==> config.mk <==
export PLATFORM = sky130hd
export DESIGN_NAME = request_serializer
export DESIGN_NICKNAME = d
export VERILOG_FILES = /design/src/rtl/request_serializer_pkg.sv /design/src/rtl/prio_enc_16x4.sv /design/src/rtl/request_serializer.sv
export SDC_FILE = /design/constraint.sdc
export NUM_CORES = 1
export LEC_CHECK = 0
export CAP_MARGIN = 20
export CORE_AREA = 4 4 56 58
export CTS_CLUSTER_SIZE = 24
export DETAILED_ROUTE_END_ITERATION = 10
export DIE_AREA = 0 0 60 62
export HOLD_SLACK_MARGIN = 0.12
export PLACE_DENSITY = 0.8
export SYNTH_ARGS = -nofsm -noshare
export SYNTH_HDL_FRONTEND = slang
export SYNTH_SLANG_ARGS = --single-unit
==> constraint.sdc <==
create_clock -name clk -period 3 [get_ports clk]
set_input_delay 0.6 -clock clk [delete_from_list [all_inputs] [get_ports clk]]
set_output_delay 0.6 -clock clk [all_outputs]
set_load 0.01 [all_outputs]
==> src/rtl/request_serializer_pkg.sv <==
// Shared constants, FSM state type and bit-vector helpers for the request serializer.
// Any block that needs the request/index widths imports these definitions from here.
package request_serializer_pkg;

   localparam int REQ_W = 16;
   localparam int IDX_W = 4;

   typedef enum logic {
      IDLE = 1'b0,
      BUSY = 1'b1
   } state_e;

   // The power-of-two trick gives a cheap one-hot test without counting the set bits.
   function automatic logic single_bit(input logic [REQ_W-1:0] v);
      return (v != '0) && ((v & (v - REQ_W'(1))) == '0);
   endfunction

   function automatic logic [REQ_W-1:0] idx_mask(input logic [IDX_W-1:0] idx);
      logic [REQ_W-1:0] m;
      m      = '0;
      m[idx] = 1'b1;
      return m;
   endfunction

endpackage

==> src/rtl/prio_enc_16x4.sv <==
// Combinational 16-to-4 priority encoder from the encoder family.
// LSB_FIRST selects the lowest set bit, otherwise the highest set bit wins.
module prio_enc_16x4 #(
   parameter bit LSB_FIRST = 1'b1
) (
   input  logic [15:0] req,
   output logic [3:0]  idx,
   output logic        found
);

   // The scan direction is the reverse of the priority, so the winning bit is written last.
   always_comb begin
      idx   = 4'd0;
      found = 1'b0;
      if (LSB_FIRST) begin
         for (int i = 15; i >= 0; i--) begin
            if (req[i]) begin
               idx   = 4'(i);
               found = 1'b1;
            end
         end
      end else begin
         for (int i = 0; i < 16; i++) begin
            if (req[i]) begin
               idx   = 4'(i);
               found = 1'b1;
            end
         end
      end
   end

endmodule

==> src/rtl/request_serializer.sv <==
// Accepts a multi-hot request vector and emits the index of each set bit, one per
// output transfer, in priority order set by LSB_FIRST.
module request_serializer
   import request_serializer_pkg::*;
#(
   parameter bit LSB_FIRST = 1'b1
) (
   input  logic        clk,
   input  logic        rst_n,
   input  logic        in_valid,
   output logic        in_ready,
   input  logic [15:0] in,
   output logic        out_valid,
   input  logic        out_ready,
   output logic [3:0]  out,
   output logic        out_last,
   output logic        busy
);

   state_e             state_q, state_d;
   logic [REQ_W-1:0]   pending_q, pending_d;
   logic               in_ready_q, in_ready_d;
   logic               out_valid_q, out_valid_d;
   logic               busy_q, busy_d;

   logic [IDX_W-1:0]   sel_idx;
   logic               sel_found;
   logic               last_w;

   prio_enc_16x4 #(
      .LSB_FIRST (LSB_FIRST)
   ) u_prio_enc (
      .req   (pending_q),
      .idx   (sel_idx),
      .found (sel_found)
   );

   // Index and last flag come only from the registered pending vector, so they hold during stalls.
   assign last_w    = out_valid_q && single_bit(pending_q);
   assign out       = (out_valid_q && sel_found) ? sel_idx : '0;
   assign out_last  = last_w;
   assign in_ready  = in_ready_q;
   assign out_valid = out_valid_q;
   assign busy      = busy_q;

   always_comb begin
      state_d   = state_q;
      pending_d = pending_q;
      unique case (state_q)
         IDLE: begin
            if (in_valid && (in != '0)) begin
               pending_d = in;
               state_d   = BUSY;
            end
         end
         BUSY: begin
            if (out_ready) begin
               pending_d = pending_q & ~idx_mask(sel_idx);
               if (last_w) begin
                  state_d = IDLE;
               end
            end
         end
         default: begin
            state_d   = IDLE;
            pending_d = '0;
         end
      endcase
      // Handshake flags are registered from the next state so they line up with state_q.
      in_ready_d  = (state_d == IDLE);
      out_valid_d = (state_d == BUSY);
      busy_d      = (state_d == BUSY);
   end

   always_ff @(posedge clk or negedge rst_n) begin
      if (!rst_n) begin
         state_q     <= IDLE;
         pending_q   <= '0;
         in_ready_q  <= 1'b1;
         out_valid_q <= 1'b0;
         busy_q      <= 1'b0;
      end else begin
         state_q     <= state_d;
         pending_q   <= pending_d;
         in_ready_q  <= in_ready_d;
         out_valid_q <= out_valid_d;
         busy_q      <= busy_d;
      end
   end

endmodule

==> results of run 1 <==
-- cell families (layout without fill, tap and decap cells) --
kind of cell             after synthesis  count (layout)  synth area share [%]
flip-flops                            18              18                  35.4
buffers and inverters                 16              63                  5.69
adder cells (fa/ha/maj)                3               3                  2.35
AND/OR/NAND/NOR                       59              59                  25.5
AO/OA/AOI/OAI                         54              54                  31.1
-- flip-flops by register name (all words and copies together) (netlist names) --
register and flops:
busy 1, in_ready 1, pending_q 16
-- cell usage in the layout (no fill, tap or decap), types with 6 or more instances in the layout --
master	netlist	layout
sky130_fd_sc_hd__inv_1	9	9
sky130_fd_sc_hd__clkdlybuf4s50_1	0	25
sky130_fd_sc_hd__nor2_1	9	8
sky130_fd_sc_hd__nand2_1	20	20
sky130_fd_sc_hd__buf_4	1	22
sky130_fd_sc_hd__a21oi_1	10	9
sky130_fd_sc_hd__o21ai_0	7	7
sky130_fd_sc_hd__dfrtp_1	17	17
sky130_fd_sc_hd__nor3_1	6	6
-- through the flow --
step           hold slack, ns  instance area, sq um
2_1_floorplan           0.304                  1280
3_3_place_gp            0.559                  1690
3_5_place_dp            0.588                  1690
4_1_cts                 0.614                  1780
5_1_grt                 0.680                  1810
6_report                0.639                  1810
-- where the power goes --
part	switching, uW	total, uW	leakage, uW	internal, uW
sequential	20.7	302	0.000208	281
combinational	338	663	0.000539	325
clock	79.1	153	0.0000210	74.0
-- critical path, stage by stage, from the launching register on --
cell and delay [ns]:
sky130_fd_sc_hd__dfrtp_1 0.39, sky130_fd_sc_hd__or4_4 0.58, sky130_fd_sc_hd__nor3_4 0.26, sky130_fd_sc_hd__buf_6 0.14, sky130_fd_sc_hd__nand2_1 0.06, sky130_fd_sc_hd__a221oi_2 0.26, sky130_fd_sc_hd__and3_4 0.23, sky130_fd_sc_hd__buf_6 0.10
-- worst paths after layout --
kind                                  to  slack (ns)  cells after the start          start
max                             out_last        0.09                      7   pending_q[6]
min                        pending_q[15]        0.64                      1  pending_q[15]
max reg2reg                     in_ready        0.80                      9   pending_q[6]
min reg2reg                pending_q[15]        0.64                      1  pending_q[15]
max in group asynchronous  pending_q[13]        1.69                      1          rst_n
min in group asynchronous   pending_q[4]        0.78                      1          rst_n
-- repair_timing --
action / CTS / global route
pin swaps: 2 / 5
setup buffers: 3 / 1
gates resized for setup: 10 / 7
setup endpoints to repair: 2 / 3
-- routing by layer --
metal	global-route usage, %	vias to the layer above	share of wire, %
met4	10.4	0	1.7
met1	32.7	680	41
met2	39.4	75	48
met5	0	-	0
li1	-	673	-
met3	5.37	8	8.9
-- final cells by class --
cell class / count / area share, %
clock buffer: 4 / 2.01
inverter: 9 / 1.87
sequential: 18 / 25.0
tap: 31 / 2.15
multi-input combinational: 116 / 44.3
timing repair buffer: 50 / 24.7
==> metrics.txt, run 1 <==
TritonCTS sink count 18; worst setup slack before clock tree synthesis -0.280 ns; sequential cell area 452 sq um; end-of-flow core utilization 67.9%; maximum clock frequency 0.344 GHz; IO Pins 28; TritonCTS clock tree done; largest net degree at the start of global routing 19; routability-driven placement congestion ratio 0.950; total negative slack 0 ns; Post-Syn Instances 150; CTS max path bufs 2; Final Hold Violating Endpoints 0; part of the Yosys area used for sequential elements 35.4%; startpoint type of the worst setup path flop; net count of the mapped netlist 170; count of endpoints failing setup in the final report 0; Post-synth top cells sky130_fd_sc_hd__nand2_1, sky130_fd_sc_hd__dfrtp_1, sky130_fd_sc_hd__a21oi_1; drt drc 0; share of cells above drive strength 1 23.9%; worst endpoint required time 2.40 ns; post-cts hold buffer count 0; Via-to-Cell Ratio 6.30; number of placed cells counting well taps 220; slew of the pin with the lowest slew margin 0.858 ns; clock input transition at the sequential cells of the worst setup and hold paths 0.11 ns; Primary FF master, synth sky130_fd_sc_hd__dfrtp_1; Post-Syn Area 1280 sq um; Remaining Overflow, GRT 0; maximum resistive drop on vdd 0.000396 V; Yosys warning total 0; antenna violations before repair 0; global-route total usage across every layer 24.8%; Clock Latency Late Sink 0.30 ns; worst clock skew 0.00104 ns; number of max-slew violations in the final report 0; Root Driver sky130_fd_sc_hd__clkbuf_4; element type at the critical path end output pin; overall via count from detail_route 1436; largest cells by area after synthesis sky130_fd_sc_hd__dfrtp_1, sky130_fd_sc_hd__nand2_1, sky130_fd_sc_hd__a21oi_1; worst-case setup margin in the final layout 0.0925 ns; per-instance average area after synthesis 8.51 sq um; fill cell count 224; type of the worst setup path flop to output pin; async set-reset flop share out of synthesis 100%; Cell Count, Final, Fillers Out 228; register bit count reported by yosys 18; Netlist cell types 46; global-route wire length before repair 6.64 mm; average routed wire per standard cell 18.6 microns; area occupied by multi-input gates 801 sq um; placed wire-length estimate 3.24 mm; Initial DRC Count 95; area of the core 2660 sq um; status complete, no violations; top-area cell type share of the netlist area 33.3%; Post-synth EDFFs 0; post-route minimum period 2.91 ns; normalized max-slew margin 42.6%; # rows 19; post-route total power 1120 uW; deepest level of the CTS H-tree 1; CTS Buf Count 3; RSZ-0062 raised after global routing no; IO Port Bufs 27; Hold/Removal Path Class flop to flop; die outline height 62 microns; Max-cap violations 0; Detailed Routing Iterations Pass 1 5; number of antenna repair diodes 0; Synth-to-Final Area Change 41.7%; critical path peak fanout 3; Leak 0.000768 uW; Arr. time, crit path 2.31 ns; most used standard cell by instance count after synthesis sky130_fd_sc_hd__nand2_1; horizontal extent of the die 60 microns; die area 3720 sq um; ratio of final minimum period to clock period 96.9%; number of nets still failing antenna checks after routing 0; # nets final 218; number of global-route vias before repair 1361; power per cell area 618 nW/um^2; total length of routed wires 4.25 mm; largest area contributor in the netlist sky130_fd_sc_hd__dfrtp_1; effective utilization at floorplan 47.9%
Note: power is estimated with default switching activity, not from simulation.
==> inputs of run 2 (changes only) <==
--- a/config.mk
+++ b/config.mk
@@ -6,12 +6,12 @@
 export NUM_CORES = 1
 export LEC_CHECK = 0
 export CAP_MARGIN = 20
-export CORE_AREA = 4 4 56 58
+export CORE_AREA = 4 4 61 63
 export CTS_CLUSTER_SIZE = 24
 export DETAILED_ROUTE_END_ITERATION = 10
-export DIE_AREA = 0 0 60 62
+export DIE_AREA = 0 0 65 67
 export HOLD_SLACK_MARGIN = 0.12
-export PLACE_DENSITY = 0.8
+export PLACE_DENSITY = 0.69
 export SYNTH_ARGS = -nofsm -noshare
 export SYNTH_HDL_FRONTEND = slang
 export SYNTH_SLANG_ARGS = --single-unit
==> metrics.txt, run 2 (synthesis results as in run 1) <==
horizontal extent of the die 65 microns; count of endpoints failing setup in the final report 0; share of cells above drive strength 1 22.7%; Cell Count, Final, Fillers Out 244; most frequent cells in the layout sky130_fd_sc_hd__clkdlybuf4s50_1, sky130_fd_sc_hd__buf_4, sky130_fd_sc_hd__nand2_1; effective utilization at floorplan 39.5%; largest net degree at the start of global routing 19; worst endpoint required time 2.40 ns; worst clock skew 0.00203 ns; IO Port Bufs 27; worst slack on hold paths 0.633 ns; Synth-to-Final Area Change 41.2%; TritonCTS sink count 18; clock input transition at the sequential cells of the worst setup and hold paths 0.11 ns; post-route minimum period 2.93 ns; status complete, no violations; die outline height 67 microns; deepest level of the CTS H-tree 1; startpoint type of the worst setup path flop; IO Pins 28; global-route wire length before repair 6.90 mm; ratio of final minimum period to clock period 97.5%; global-route total usage across every layer 21.2%; # nets final 219; Leak 0.000765 uW; CTS Buf Count 3; # rows 21; Clock Latency Late Sink 0.31 ns; number of nets still failing antenna checks after routing 0; Max-cap violations 0; number of max-slew violations in the final report 0; average routed wire per standard cell 17.6 microns; sequential cell area 452 sq um; Initial DRC Count 102; fill cell count 316; overall via count from detail_route 1438; TritonCTS clock tree done; routability-driven placement congestion ratio 1.00; Arr. time, crit path 2.33 ns; number of antenna repair diodes 0; maximum resistive drop on vdd 0.000191 V; element type at the critical path end output pin; slew of the pin with the lowest slew margin 0.840 ns; Hold/Removal Path Class flop to flop; Final Hold Violating Endpoints 0; critical path peak fanout 5; flip-flop count of the largest register after layout 16; RSZ-0062 raised after global routing yes; post-detailed-placement cell area 1740 sq um; total negative slack 0 ns; number of placed cells counting well taps 239; die area 4360 sq um; type of the worst setup path flop to output pin; area of the core 3230 sq um; Detailed Routing Iterations Pass 1 4; total length of routed wires 4.29 mm; antenna violations before repair 0; area occupied by multi-input gates 772 sq um; placed wire-length estimate 3.36 mm; drt drc 0; power per cell area 618 nW/um^2; Via-to-Cell Ratio 5.89; Root Driver sky130_fd_sc_hd__clkbuf_4; maximum clock frequency 0.342 GHz; normalized max-slew margin 43.8%; number of global-route vias before repair 1364; most frequent standard cell in the layout excluding fill and tap cells sky130_fd_sc_hd__clkdlybuf4s50_1; CTS max path bufs 2; Post-Layout Inst Area 1800 sq um; register ranked first by flip-flop count pending_q; Remaining Overflow, GRT 0
## run 2: report_power, final
group	switching, uW	internal, uW	total (uW)
Combinational	329	323	652
Sequential	21.1	281	302
Clock	85.2	74.2	159
## run 2: timing repair
action                     4_1_cts  5_1_grt
buffers inserted                 1        0
hold buffers                     0        0
resized for setup                8        4
pin swaps                        3        5
setup endpoints to repair        2        2
## run 2: cell type report
cell class	count	share of cell area [%]
multi-input combinational	116	42.8
sequential	18	25.1
timing repair buffer	51	25.0
tap	46	3.19
clock buffer	4	2.01
inverter	9	1.87
## run 2: per-layer routing
layer / track usage [%] / part of all wire (%)
met1: 29.2 / 42
met2: 34.0 / 48
met3: 2.36 / 8.8
met4: 8.18 / 1.7
met5: 0 / 0
## run 2: path summary, 6_finish.rpt
kind	depth (start not counted)	slack [ns]	from	to
max	7	0.07	pending_q[9]	out_last
min	1	0.63	pending_q[15]	pending_q[15]
max reg2reg	7	0.77	pending_q[14]	pending_q[6]
min reg2reg	1	0.63	pending_q[15]	pending_q[15]
max in group asynchronous	1	1.73	rst_n	pending_q[15]
min in group asynchronous	1	0.76	rst_n	pending_q[6]
## run 2: stage by stage
stage | utilization, % | setup slack, ns | power, uW
floorplan | - | 0.504 | 651
detailed placement | 53.8 | -0.0950 | 950
global placement | 53.8 | -0.0482 | 946
CTS | 55.6 | -0.0730 | 1110
global route | 55.7 | -0.00139 | 1180
finish | 55.7 | 0.0743 | 1110
## run 2: worst max-delay path: stages, from the launching register on
cell and delay [ns]:
sky130_fd_sc_hd__dfrtp_1 0.39, sky130_fd_sc_hd__or4_4 0.57, sky130_fd_sc_hd__nor3_4 0.34, sky130_fd_sc_hd__buf_4 0.18, sky130_fd_sc_hd__nand3b_1 0.11, sky130_fd_sc_hd__a21oi_2 0.14
sky130_fd_sc_hd__and3_4 0.19, sky130_fd_sc_hd__buf_6 0.10
